--- src/rtl/adc_capture_pkg.sv ---
// Shared defaults, FSM state type and helpers for the ADC lane packer.
package adc_capture_pkg;

  localparam int DEF_DATA_W    = 9;
  localparam int DEF_NUM_LANES = 96;
  localparam int DEF_PACK      = 4;
  localparam int DROP_W        = 16;

  typedef enum logic {
    ST_IDLE,
    ST_SEND
  } state_e;

  // Index width for n groups, never narrower than one bit.
  function automatic int clog2_min1(input int n);
    int r;
    r = $clog2(n);
    return (r < 1) ? 1 : r;
  endfunction

endpackage

--- src/rtl/adc_lane_packer_if.sv ---
// Valid/ready stream carrying one packed lane group per beat.
interface adc_lane_packer_if
  import adc_capture_pkg::*;
#(
  parameter int WORD_W = DEF_PACK * DEF_DATA_W,
  parameter int GRP_W  = clog2_min1(DEF_NUM_LANES / DEF_PACK)
);

  logic [WORD_W-1:0] OUT_DATA;
  logic [GRP_W-1:0]  OUT_GRP;
  logic              OUT_LAST;
  logic              OUT_VLD;
  logic              OUT_RDY;

  modport master (
    output OUT_DATA, OUT_GRP, OUT_LAST, OUT_VLD,
    input  OUT_RDY
  );

  modport slave (
    input  OUT_DATA, OUT_GRP, OUT_LAST, OUT_VLD,
    output OUT_RDY
  );

endinterface

--- src/rtl/adc_group_sel.sv ---
// Combinational selector: picks the PACK-lane group grp out of the hold register.
module adc_group_sel
  import adc_capture_pkg::*;
#(
  parameter  int DATA_W     = DEF_DATA_W,
  parameter  int NUM_LANES  = DEF_NUM_LANES,
  parameter  int PACK       = DEF_PACK,
  localparam int NUM_GROUPS = NUM_LANES / PACK,
  localparam int GRP_W      = clog2_min1(NUM_LANES / PACK),
  localparam int WORD_W     = PACK * DATA_W
) (
  input  logic [NUM_LANES*DATA_W-1:0] hold,
  input  logic [GRP_W-1:0]            grp,
  output logic [WORD_W-1:0]           word
);

  // NOTE: default assignment first so every path drives word and no latch is inferred.
  always_comb begin
    word = '0;
    for (int g = 0; g < NUM_GROUPS; g++) begin
      if (grp == GRP_W'(g)) word = hold[g*WORD_W +: WORD_W];
    end
  end

endmodule

--- src/rtl/adc_lane_packer.sv ---
// Snapshots NUM_LANES ADC samples on a strobe and streams them PACK lanes per beat.
// Optional macro ADC_PACK_TEST_PATTERN_EN adds CFG_TP and a capture counter for ramp data.
module adc_lane_packer
  import adc_capture_pkg::*;
#(
  parameter  int DATA_W     = DEF_DATA_W,
  parameter  int NUM_LANES  = DEF_NUM_LANES,
  parameter  int PACK       = DEF_PACK,
  localparam int NUM_GROUPS = NUM_LANES / PACK,
  localparam int GRP_W      = clog2_min1(NUM_LANES / PACK),
  localparam int WORD_W     = PACK * DATA_W,
  localparam int BUS_W      = NUM_LANES * DATA_W
) (
  input  logic              CLK500M,
  input  logic              RST500M,
  input  logic [BUS_W-1:0]  ADC_DATA,
  input  logic              ADC_VLD,
  input  logic              CFG_EN,
  input  logic              CFG_MODE,
  input  logic [GRP_W-1:0]  CFG_GRP,
  input  logic              CFG_CLR,
`ifdef ADC_PACK_TEST_PATTERN_EN
  input  logic              CFG_TP,
`endif
  output logic              BUSY,
  output logic              OVF,
  output logic [DROP_W-1:0] DROP_CNT,
  adc_lane_packer_if.master out_bus
);

  if (NUM_LANES % PACK != 0) begin : g_bad_pack
    $error("adc_lane_packer: NUM_LANES must be a multiple of PACK");
  end

  state_e             state_q, state_d;
  logic               mode_q, mode_d;
  logic [GRP_W-1:0]   grp_d, grp_sel;
  logic [BUS_W-1:0]   hold_q, hold_d, cap_word;
  logic [WORD_W-1:0]  sel_word;
  logic               strobe, hs, capture, drop;

`ifdef ADC_PACK_TEST_PATTERN_EN
  logic [7:0] cnt_q;

  always_comb begin
    cap_word = ADC_DATA;
    if (CFG_TP) begin
      for (int i = 0; i < NUM_LANES; i++) begin
        cap_word[i*DATA_W +: DATA_W] = DATA_W'(i + int'(cnt_q));
      end
    end
  end

  always_ff @(posedge CLK500M) begin
    if (RST500M)      cnt_q <= '0;
    else if (capture) cnt_q <= cnt_q + 8'd1;
  end
`else
  assign cap_word = ADC_DATA;
`endif

  // Single-mode group, clamped to the last valid group.
  assign grp_sel = (32'(CFG_GRP) >= NUM_GROUPS) ? GRP_W'(NUM_GROUPS - 1) : CFG_GRP;

  always_comb begin
    strobe  = ADC_VLD && CFG_EN;
    hs      = (state_q == ST_SEND) && out_bus.OUT_RDY;
    // A capture on the closing handshake of a burst is back-to-back, not a drop.
    capture = strobe && ((state_q == ST_IDLE) || (hs && out_bus.OUT_LAST));
    drop    = strobe && (state_q == ST_SEND) && !capture;

    state_d = state_q;
    mode_d  = mode_q;
    grp_d   = out_bus.OUT_GRP;
    hold_d  = hold_q;
    if (capture) begin
      state_d = ST_SEND;
      mode_d  = CFG_MODE;
      grp_d   = CFG_MODE ? '0 : grp_sel;
      hold_d  = cap_word;
    end else if (hs) begin
      if (out_bus.OUT_LAST) state_d = ST_IDLE;
      else                  grp_d   = out_bus.OUT_GRP + GRP_W'(1);
    end
  end

  // Next beat's word is selected ahead of the edge so OUT_DATA stays registered.
  adc_group_sel #(
    .DATA_W    (DATA_W),
    .NUM_LANES (NUM_LANES),
    .PACK      (PACK)
  ) u_group_sel (
    .hold (hold_d),
    .grp  (grp_d),
    .word (sel_word)
  );

  // NOTE: the wide hold register has no reset; it is written before any beat reads it.
  always_ff @(posedge CLK500M) begin
    if (capture) hold_q <= cap_word;
  end

  // NOTE: state is updated with non-blocking assignments only, so every read sees pre-edge values.
  always_ff @(posedge CLK500M) begin
    if (RST500M) begin
      state_q          <= ST_IDLE;
      mode_q           <= 1'b0;
      out_bus.OUT_VLD  <= 1'b0;
      out_bus.OUT_LAST <= 1'b0;
      out_bus.OUT_GRP  <= '0;
      out_bus.OUT_DATA <= '0;
      BUSY             <= 1'b0;
      OVF              <= 1'b0;
      DROP_CNT         <= '0;
    end else begin
      state_q          <= state_d;
      mode_q           <= mode_d;
      out_bus.OUT_VLD  <= (state_d == ST_SEND);
      BUSY             <= (state_d == ST_SEND);
      out_bus.OUT_LAST <= (state_d == ST_SEND) &&
                          (!mode_d || (grp_d == GRP_W'(NUM_GROUPS - 1)));
      if (capture || hs) begin
        out_bus.OUT_GRP  <= grp_d;
        out_bus.OUT_DATA <= sel_word;
      end

      // A drop in the same cycle as a clear leaves exactly one recorded drop.
      if (drop) begin
        OVF <= 1'b1;
        if (CFG_CLR)              DROP_CNT <= DROP_W'(1);
        else if (DROP_CNT != '1)  DROP_CNT <= DROP_CNT + DROP_W'(1);
      end else if (CFG_CLR) begin
        OVF      <= 1'b0;
        DROP_CNT <= '0;
      end
    end
  end

endmodule

--- src/flat_wrapper.sv ---
// flat-port wrapper written by rule: the top's interface ports become plain ports
module adc_lane_packer_flat import adc_capture_pkg::*;
#(
  parameter  int DATA_W     = DEF_DATA_W,
  parameter  int NUM_LANES  = DEF_NUM_LANES,
  parameter  int PACK       = DEF_PACK,
  localparam int NUM_GROUPS = NUM_LANES / PACK,
  localparam int GRP_W      = clog2_min1(NUM_LANES / PACK),
  localparam int WORD_W     = PACK * DATA_W,
  localparam int BUS_W      = NUM_LANES * DATA_W
)
  (CLK500M, RST500M, ADC_DATA, ADC_VLD, CFG_EN, CFG_MODE, CFG_GRP, CFG_CLR, BUSY, OVF, DROP_CNT, out_bus_OUT_DATA, out_bus_OUT_GRP, out_bus_OUT_LAST, out_bus_OUT_VLD, out_bus_OUT_RDY);
  adc_lane_packer_if #(.WORD_W((PACK * DATA_W)), .GRP_W((5))) out_bus_i ();
  input  logic CLK500M;
  input  logic RST500M;
  input  logic [BUS_W-1:0] ADC_DATA;
  input  logic ADC_VLD;
  input  logic CFG_EN;
  input  logic CFG_MODE;
  input  logic [GRP_W-1:0] CFG_GRP;
  input  logic CFG_CLR;
  output logic BUSY;
  output logic OVF;
  output logic [DROP_W-1:0] DROP_CNT;
  output wire logic [$bits(out_bus_i.OUT_DATA)-1:0] out_bus_OUT_DATA;
  output wire logic [$bits(out_bus_i.OUT_GRP)-1:0] out_bus_OUT_GRP;
  output wire logic [$bits(out_bus_i.OUT_LAST)-1:0] out_bus_OUT_LAST;
  output wire logic [$bits(out_bus_i.OUT_VLD)-1:0] out_bus_OUT_VLD;
  input wire logic [$bits(out_bus_i.OUT_RDY)-1:0] out_bus_OUT_RDY;
  assign out_bus_OUT_DATA = out_bus_i.OUT_DATA;
  assign out_bus_OUT_GRP = out_bus_i.OUT_GRP;
  assign out_bus_OUT_LAST = out_bus_i.OUT_LAST;
  assign out_bus_OUT_VLD = out_bus_i.OUT_VLD;
  assign out_bus_i.OUT_RDY = out_bus_OUT_RDY;
  adc_lane_packer #(.DATA_W(DATA_W), .NUM_LANES(NUM_LANES), .PACK(PACK)) u_core (.CLK500M(CLK500M), .RST500M(RST500M), .ADC_DATA(ADC_DATA), .ADC_VLD(ADC_VLD), .CFG_EN(CFG_EN), .CFG_MODE(CFG_MODE), .CFG_GRP(CFG_GRP), .CFG_CLR(CFG_CLR), .BUSY(BUSY), .OVF(OVF), .DROP_CNT(DROP_CNT), .out_bus(out_bus_i));
endmodule
--- config.mk ---
export PLATFORM = sky130hd
export DESIGN_NAME = adc_lane_packer_flat
export DESIGN_NICKNAME = d
export VERILOG_FILES = /design/src/rtl/adc_capture_pkg.sv /design/src/rtl/adc_lane_packer_if.sv /design/src/rtl/adc_group_sel.sv /design/src/rtl/adc_lane_packer.sv /design/src/flat_wrapper.sv
export SDC_FILE = /design/constraint.sdc
export NUM_CORES = 2
export LEC_CHECK = 0
export ABC_AREA = 1
export CAP_MARGIN = 30
export CORE_AREA = 2 2 365 367
export CTS_CLUSTER_DIAMETER = 50
export DETAILED_ROUTE_END_ITERATION = 12
export DIE_AREA = 0 0 367 369
export SLEW_MARGIN = 20
export SYNTH_ARGS = -nofsm -noshare
export SYNTH_HDL_FRONTEND = slang
export SYNTH_SLANG_ARGS = --single-unit
--- constraint.sdc ---
create_clock -name CLK500M -period 5.16 [get_ports CLK500M]
set_input_delay 0.774 -clock CLK500M [delete_from_list [all_inputs] [get_ports CLK500M]]
set_output_delay 0.774 -clock CLK500M [all_outputs]
set_load 0.02 [all_outputs]
**Yosys cells after proc, flatten, opt, wreduce, memory -nomap -nowiden**

Index checks and enable logic that the tools add are counted.

- Register bits after elaboration: 925
- Input port bits: 876
- Output and inout bits: 61
- Logic and storage cells: 92

- Add/sub/neg operators: 2
- $lt $le $gt $ge: 1
- Equality and inequality tests: 24
- Muxes and demuxes: 40
- Bitwise gates (word level): 1
- Reductions and logical operators: 16

Operators by type and width:

| cell | number |
|---|---|
| $mux 36 | 24 |
| $mux 864 | 1 |
| $mux 16 | 4 |
| $eq 5x4->1 const B | 8 |
| $eq 5x5->1 const B | 8 |
| $mux 5 | 5 |
| $eq 5x3->1 const B | 4 |
| $add 16x1->16 const B | 1 |
| $ne 16x16->1 const B | 1 |
| $eq 5x2->1 const B | 2 |
| $logic_and 1x1->1 | 7 |
| $mux 1 | 6 |
| $add 5x1->5 const B | 1 |
| $eq 5x1->1 const B | 1 |
| $ge 5x5->1 const B | 1 |
| $logic_not 5->1 | 1 |
| $reduce_bool 2->1 | 2 |
| $logic_or 1x1->1 | 3 |
| $logic_not 1->1 | 2 |
| $reduce_and 2->1 | 1 |
| $not 1->1 | 1 |

**Logic depth before layout (Yosys ltp)**

- Depth in word-level cells: 30
- Gate-level depth with buffers: 27
- Gate-level depth less buffers: 27

**Hierarchy**

From an unflattened synthesis, not the netlist that was laid out.

- Cell total of the unflattened synthesis: 5,808
- Area, all modules: 38,431.9 sq um

By module, submodules not included:

| module | instances | cells an instance | area each (sq um) | seq. area each (sq um) |
|---|---|---|---|---|
| adc_lane_packer | 1 | 4,046 | 30,878.4 | 18,517.8 |
| adc_group_sel | 1 | 1,762 | 7,553.5 | 0.0 |

**Least setup slack after synthesis**

OpenSTA, ideal clock, no wires.

- Path type: input port to flip-flop
- Start point: in ADC_VLD
- End point: reg u_core.out_bus.OUT_DATA[25]
- Library setup time: 117 ps
- Arrival: 2,828 ps
- Data required time: 5,043 ps
- Path slack: 2,215 ps
- Stages: 18
- Cell sequence: nand2_1 > inv_1 > nand2_4 > buf_2 > clkbuf_1 > buf_1 > mux2i_1 > inv_1 > o21ai_1 > nand4_1 > nor2_1 > nand4_1 > nor2_1 > nand4_1 > nor2_1 > nand4_1 > nor2_1 > nor2_1

- Elaborated cells on any way between the ends: 53
- Classes of those cells: 23 x eq/ne; 26 x mux; 4 x reduce/logical

RTL lines:

| element | RTL line | source |
|---|---|---|
| from (decl) | flat_wrapper.sv:17 | `input logic ADC_VLD;` |
| $logic_and 1x1->1 | adc_lane_packer.sv:66 | `strobe = ADC_VLD && CFG_EN;` |
| $logic_and 1x1->1 | adc_lane_packer.sv:69 | `capture = strobe && ((state_q == ST_IDLE) \|\| (hs && out_bus.OUT_LAST));` |
| $mux 864 | adc_lane_packer.sv:76 | `if (capture) begin` |
| via u_core.hold_d[277] | adc_lane_packer.sv:38 | `logic [BUS_W-1:0] hold_q, hold_d, cap_word;` |
| $mux 36 (17 in a row) | adc_group_sel.sv:21 | `if (grp == GRP_W'(g)) word = hold[g*WORD_W +: WORD_W];` |
| to (signal assigned) | adc_lane_packer.sv:124 | `out_bus.OUT_DATA <= sel_word;` |
| to (decl) | adc_lane_packer_if.sv:16 | `output OUT_DATA, OUT_GRP, OUT_LAST, OUT_VLD,` |

The timed path passes the listed nets, and every way through them passes these cells.
A chain may end at the register's enable or synchronous reset.

**Final worst setup path**

- Start point: in ADC_VLD
- End point: reg u_core.out_bus.OUT_DATA[6]

- Elaborated cells on any way between the ends: 53
- Classes of those cells: 23 x eq/ne; 26 x mux; 4 x reduce/logical

RTL lines:

| element | RTL line |
|---|---|
| $logic_and 1x1->1 | adc_lane_packer.sv:66 |
| $logic_and 1x1->1 | adc_lane_packer.sv:69 |
| $mux 864 | adc_lane_packer.sv:76 |
| via u_core.hold_d[78] | adc_lane_packer.sv:38 |
| $mux 36 (22 in a row) | adc_group_sel.sv:21 |

The timed path passes the listed nets, and every way through them passes these cells.

==> impl_metrics.toml <==
[run_status]
status = "finished, final reports clean"

[pwr]
peakVddDrop_uv = 290
powerDensity_nw_per_um2 = 399
p_int_uw = 15000
netSwitchingPower_uw = 6200
clkPwrFrac_pct = 40.0
p_leak_uw = 0.0242
pwr-share-comb_pct = 19.4
seqPwrFrac_pct = 40.6
swShare_pct = 29.3

[hold_path]
hold_class = "reg -> reg"

[cts]
cts_made_buffers = 121
postCtsSetupRepairBufs = 0
cts_sinks = 925
cts_tree = "yes"
clk_latency_ns = 0.72
htree_levels = 3
clk_pin_slew_worst_paths_ns = 0.06
cts_resized = 0
clock_path_buffers = 3
cts_hold_buf = 0
root_buffer = "clkbuf_16"

[global_routing]
grt.total_usage_pct = 24.6
grt_pass1_vias = 36376
overflow = 0
grt_start_max_net_pins = 210
antenna_found_initial = 62
grt_pass1_wl_mm = 246

[synthesis]
ys_types = 37
syn_nets = 6304
postSynthAreaPerCell_um2 = 6.85
ys_seq_area_share_pct = 49.8
ys_ff_latch = 925
synthCells = 5426
syn_area_um2 = 37200
yosysWarnings = 0

[routing]
wl_met3_mm = 13.4
wire_per_inst_um = 21.1
wirelength_met1_mm = 70.6
firstDrtPassIters = 6
vias = 37613
drtAntennaViolNets = 0
viasPerCell = 4.58
wirelength_mm = 173
topRoutingLayerUsed = "met5"
wl_met2_mm = 82.7
dr.first_iter.drc_count = 3313
route.detailed.drc = 0

[finish]
layout-drive-gt1-share_pct = 8.77
final_util_pct = 40.4
seq_area_um2 = 18500
synthToLayoutAreaGrowth_pct = 42.5
fillCellCount = 13670
multi_input_area_um2 = 16700
final_nets = 7212

[placed_design]
numPortBuffers = 936
place.gp.congestion = 0.927
hpwl_mm = 134

[floorplanning]
fp.coreArea_um2 = 131000
die_w_um = 367
die_y_um = 369
num_rows = 133
start_util_pct = 28.4
ios = 937
die-area_um2 = 135000

[timing]
finalHoldViolations = 0
drv_slew = 0
tightest_slew_ns = 1.06
fin_crit_ns = 4.46
max-slew-margin-rel_pct = 29.4
fin_skew_ns = 0.0389
setup_viol = 0
rsz0062_at_grt = "false"
whs_ns = 0.450
fmax_mhz = 224
finalCritPeriodShare_pct = 86.4

[worst_setup_path]
crit_arrival_ns = 5.05
cp_top_family = "simple AND/OR/NAND/NOR gates"
cp_slowest_stage_delay_ns = 0.40
cp_num_buf_inv = 5
cp-start-kind = "input pin"
path_cells = "clkdlybuf4s50_1 > nand2_1 > inv_1 > nand2_8 > inv_8 > buf_4 > nand2_1 > nand2_1 > nand3_1 > nand3_1 > nor2_1 > nand4_1 > nor2_1 > nand4_1 > nor2_1 > buf_4 > nand4_1 > nor2_1 > nand4_1 > nor2_1 > nand4_1 > nand2_1 > a21oi_1"
path_class = "in -> reg"
cp_max_fo = 51
worstPathRequired_ns = 5.75
cp_slowest_cell = "clkdlybuf4s50_1"
end_kind = "flip-flop"

[job]
cap_violations = 0
## worst register-to-register path: cells and delay by family, from the launching register on
kind | cells | cell delay, ns
simple gates | 17 | 3.09
buf+inv | 3 | 0.64
flops | 1 | 0.46
compound gates | 1 | 0.05
## synth_stat cells, drive strengths merged
cell type	instances	share of area, %
o2111ai	1	0.024
nand3	76	1.0
and3	1	0.017
nor3	18	0.27
nand4	177	3.0
mux2i	5	0.13
buf	105	1.4
o21a	1	0.020
nor3b	2	0.040
a221oi	5	0.12
nor2	360	3.8
ha	2	0.067
o221a	1	0.030
clkinv	2	0.020
o21bai	1	0.020
inv	242	2.4
dfxtp	925	50
nand2	2867	29
a211oi	1	0.020
a21oi	76	1.0
o21ai	210	2.8
or2	172	2.9
clkbuf	175	1.8
o31ai	1	0.020
## metal layers
metal / vias to the layer above / global-route usage, %
met1: 17272 / 29.7
met3: 284 / 5.93
li1: 18596 / -
met5: - / 0
met2: 1417 / 41.7
met4: 44 / 10.2
## cells in the final DEF (no fill, tap or decap), types with 15 or more instances in the layout
cell,netlist,routed
nand2_1,2851,2850
buf_12,0,18
a21oi_1,76,76
clkinv_2,0,19
nand4_1,176,176
clkdlybuf4s50_1,0,936
nand3_1,75,75
buf_4,2,111
clkbuf_16,0,122
or2_2,172,172
nor2_4,5,18
clkbuf_1,175,15
o21ai_0,208,208
inv_1,233,232
clkbuf_8,0,18
dfxtp_1,925,925
diode_2,0,29
nor3_1,16,16
nor2_1,346,334
## cell families (layout without fill, tap and decap cells)
family / Yosys count / count (layout) / share of synthesized area, %
compound gates: 297 / 297 / 4.10
flops: 925 / 925 / 49.8
simple gates: 3673 / 3673 / 40.3
buf+inv: 524 / 1528 / 5.63
fa+ha+maj: 2 / 2 / 0.0673
other cells: 0 / 29 / 0
mux: 5 / 5 / 0.135
## flip-flops by register name, indices dropped and copies added, names as in the netlist
| name | count |
|---|---|
| u_core.out_bus.OUT_LAST | 1 |
| u_core.mode_q | 1 |
| u_core.OVF | 1 |
| u_core.out_bus.OUT_DATA | 36 |
| u_core.out_bus.OUT_VLD | 1 |
| u_core.DROP_CNT | 16 |
| u_core.out_bus.OUT_GRP | 5 |
| u_core.hold_q | 864 |
## final cells by class
cell class                 count  share of cell area (%)
timing repair buffer        1065                    19.9
sequential                   925                    34.9
antenna                       29                   0.137
tap                         1755                    4.14
inverter                     244                    1.74
clock inverter                64                    1.28
clock buffer                 155                    6.33
multi-input combinational   3977                    31.5
## power by group through the flow
stage | clock, uW | combinational [uW] | sequential, uW
finish | 8460 | 4100 | 8600
global route | 8900 | 4510 | 8700
CTS | 8600 | 4110 | 8590
detailed placement | 0 | 4090 | 8740
global placement | 0 | 4060 | 8720
floorplan | 0 | 2010 | 8710
## metrics by stage
step | instance area (um2) | instances | setup slack, ns | total power, uW | setup TNS (ns)
detailed placement | 48900 | 7966 | -0.191 | 12800 | -0.218
finish | 53000 | 8214 | 0.701 | 21200 | 0
global placement | 48900 | 7966 | -0.152 | 12800 | -0.152
floorplan | 37200 | 5426 | 2.21 | 10700 | 0
global route | 53000 | 8204 | 0.454 | 22100 | 0
CTS | 52900 | 8185 | 0.582 | 21300 | 0
## final timing paths
| kind | depth (start not counted) | end | start | slack [ns] |
|---|---|---|---|---|
| max | 23 | u_core.out_bus.OUT_DATA[6] | ADC_VLD | 0.70 |
| min | 2 | u_core.hold_q[239] | u_core.hold_q[239] | 0.45 |
| max reg2reg | 21 | u_core.out_bus.OUT_DATA[6] | u_core.out_bus.OUT_VLD | 0.83 |
| min reg2reg | 2 | u_core.hold_q[239] | u_core.hold_q[239] | 0.45 |
Power figures use the tool's default switching activity.
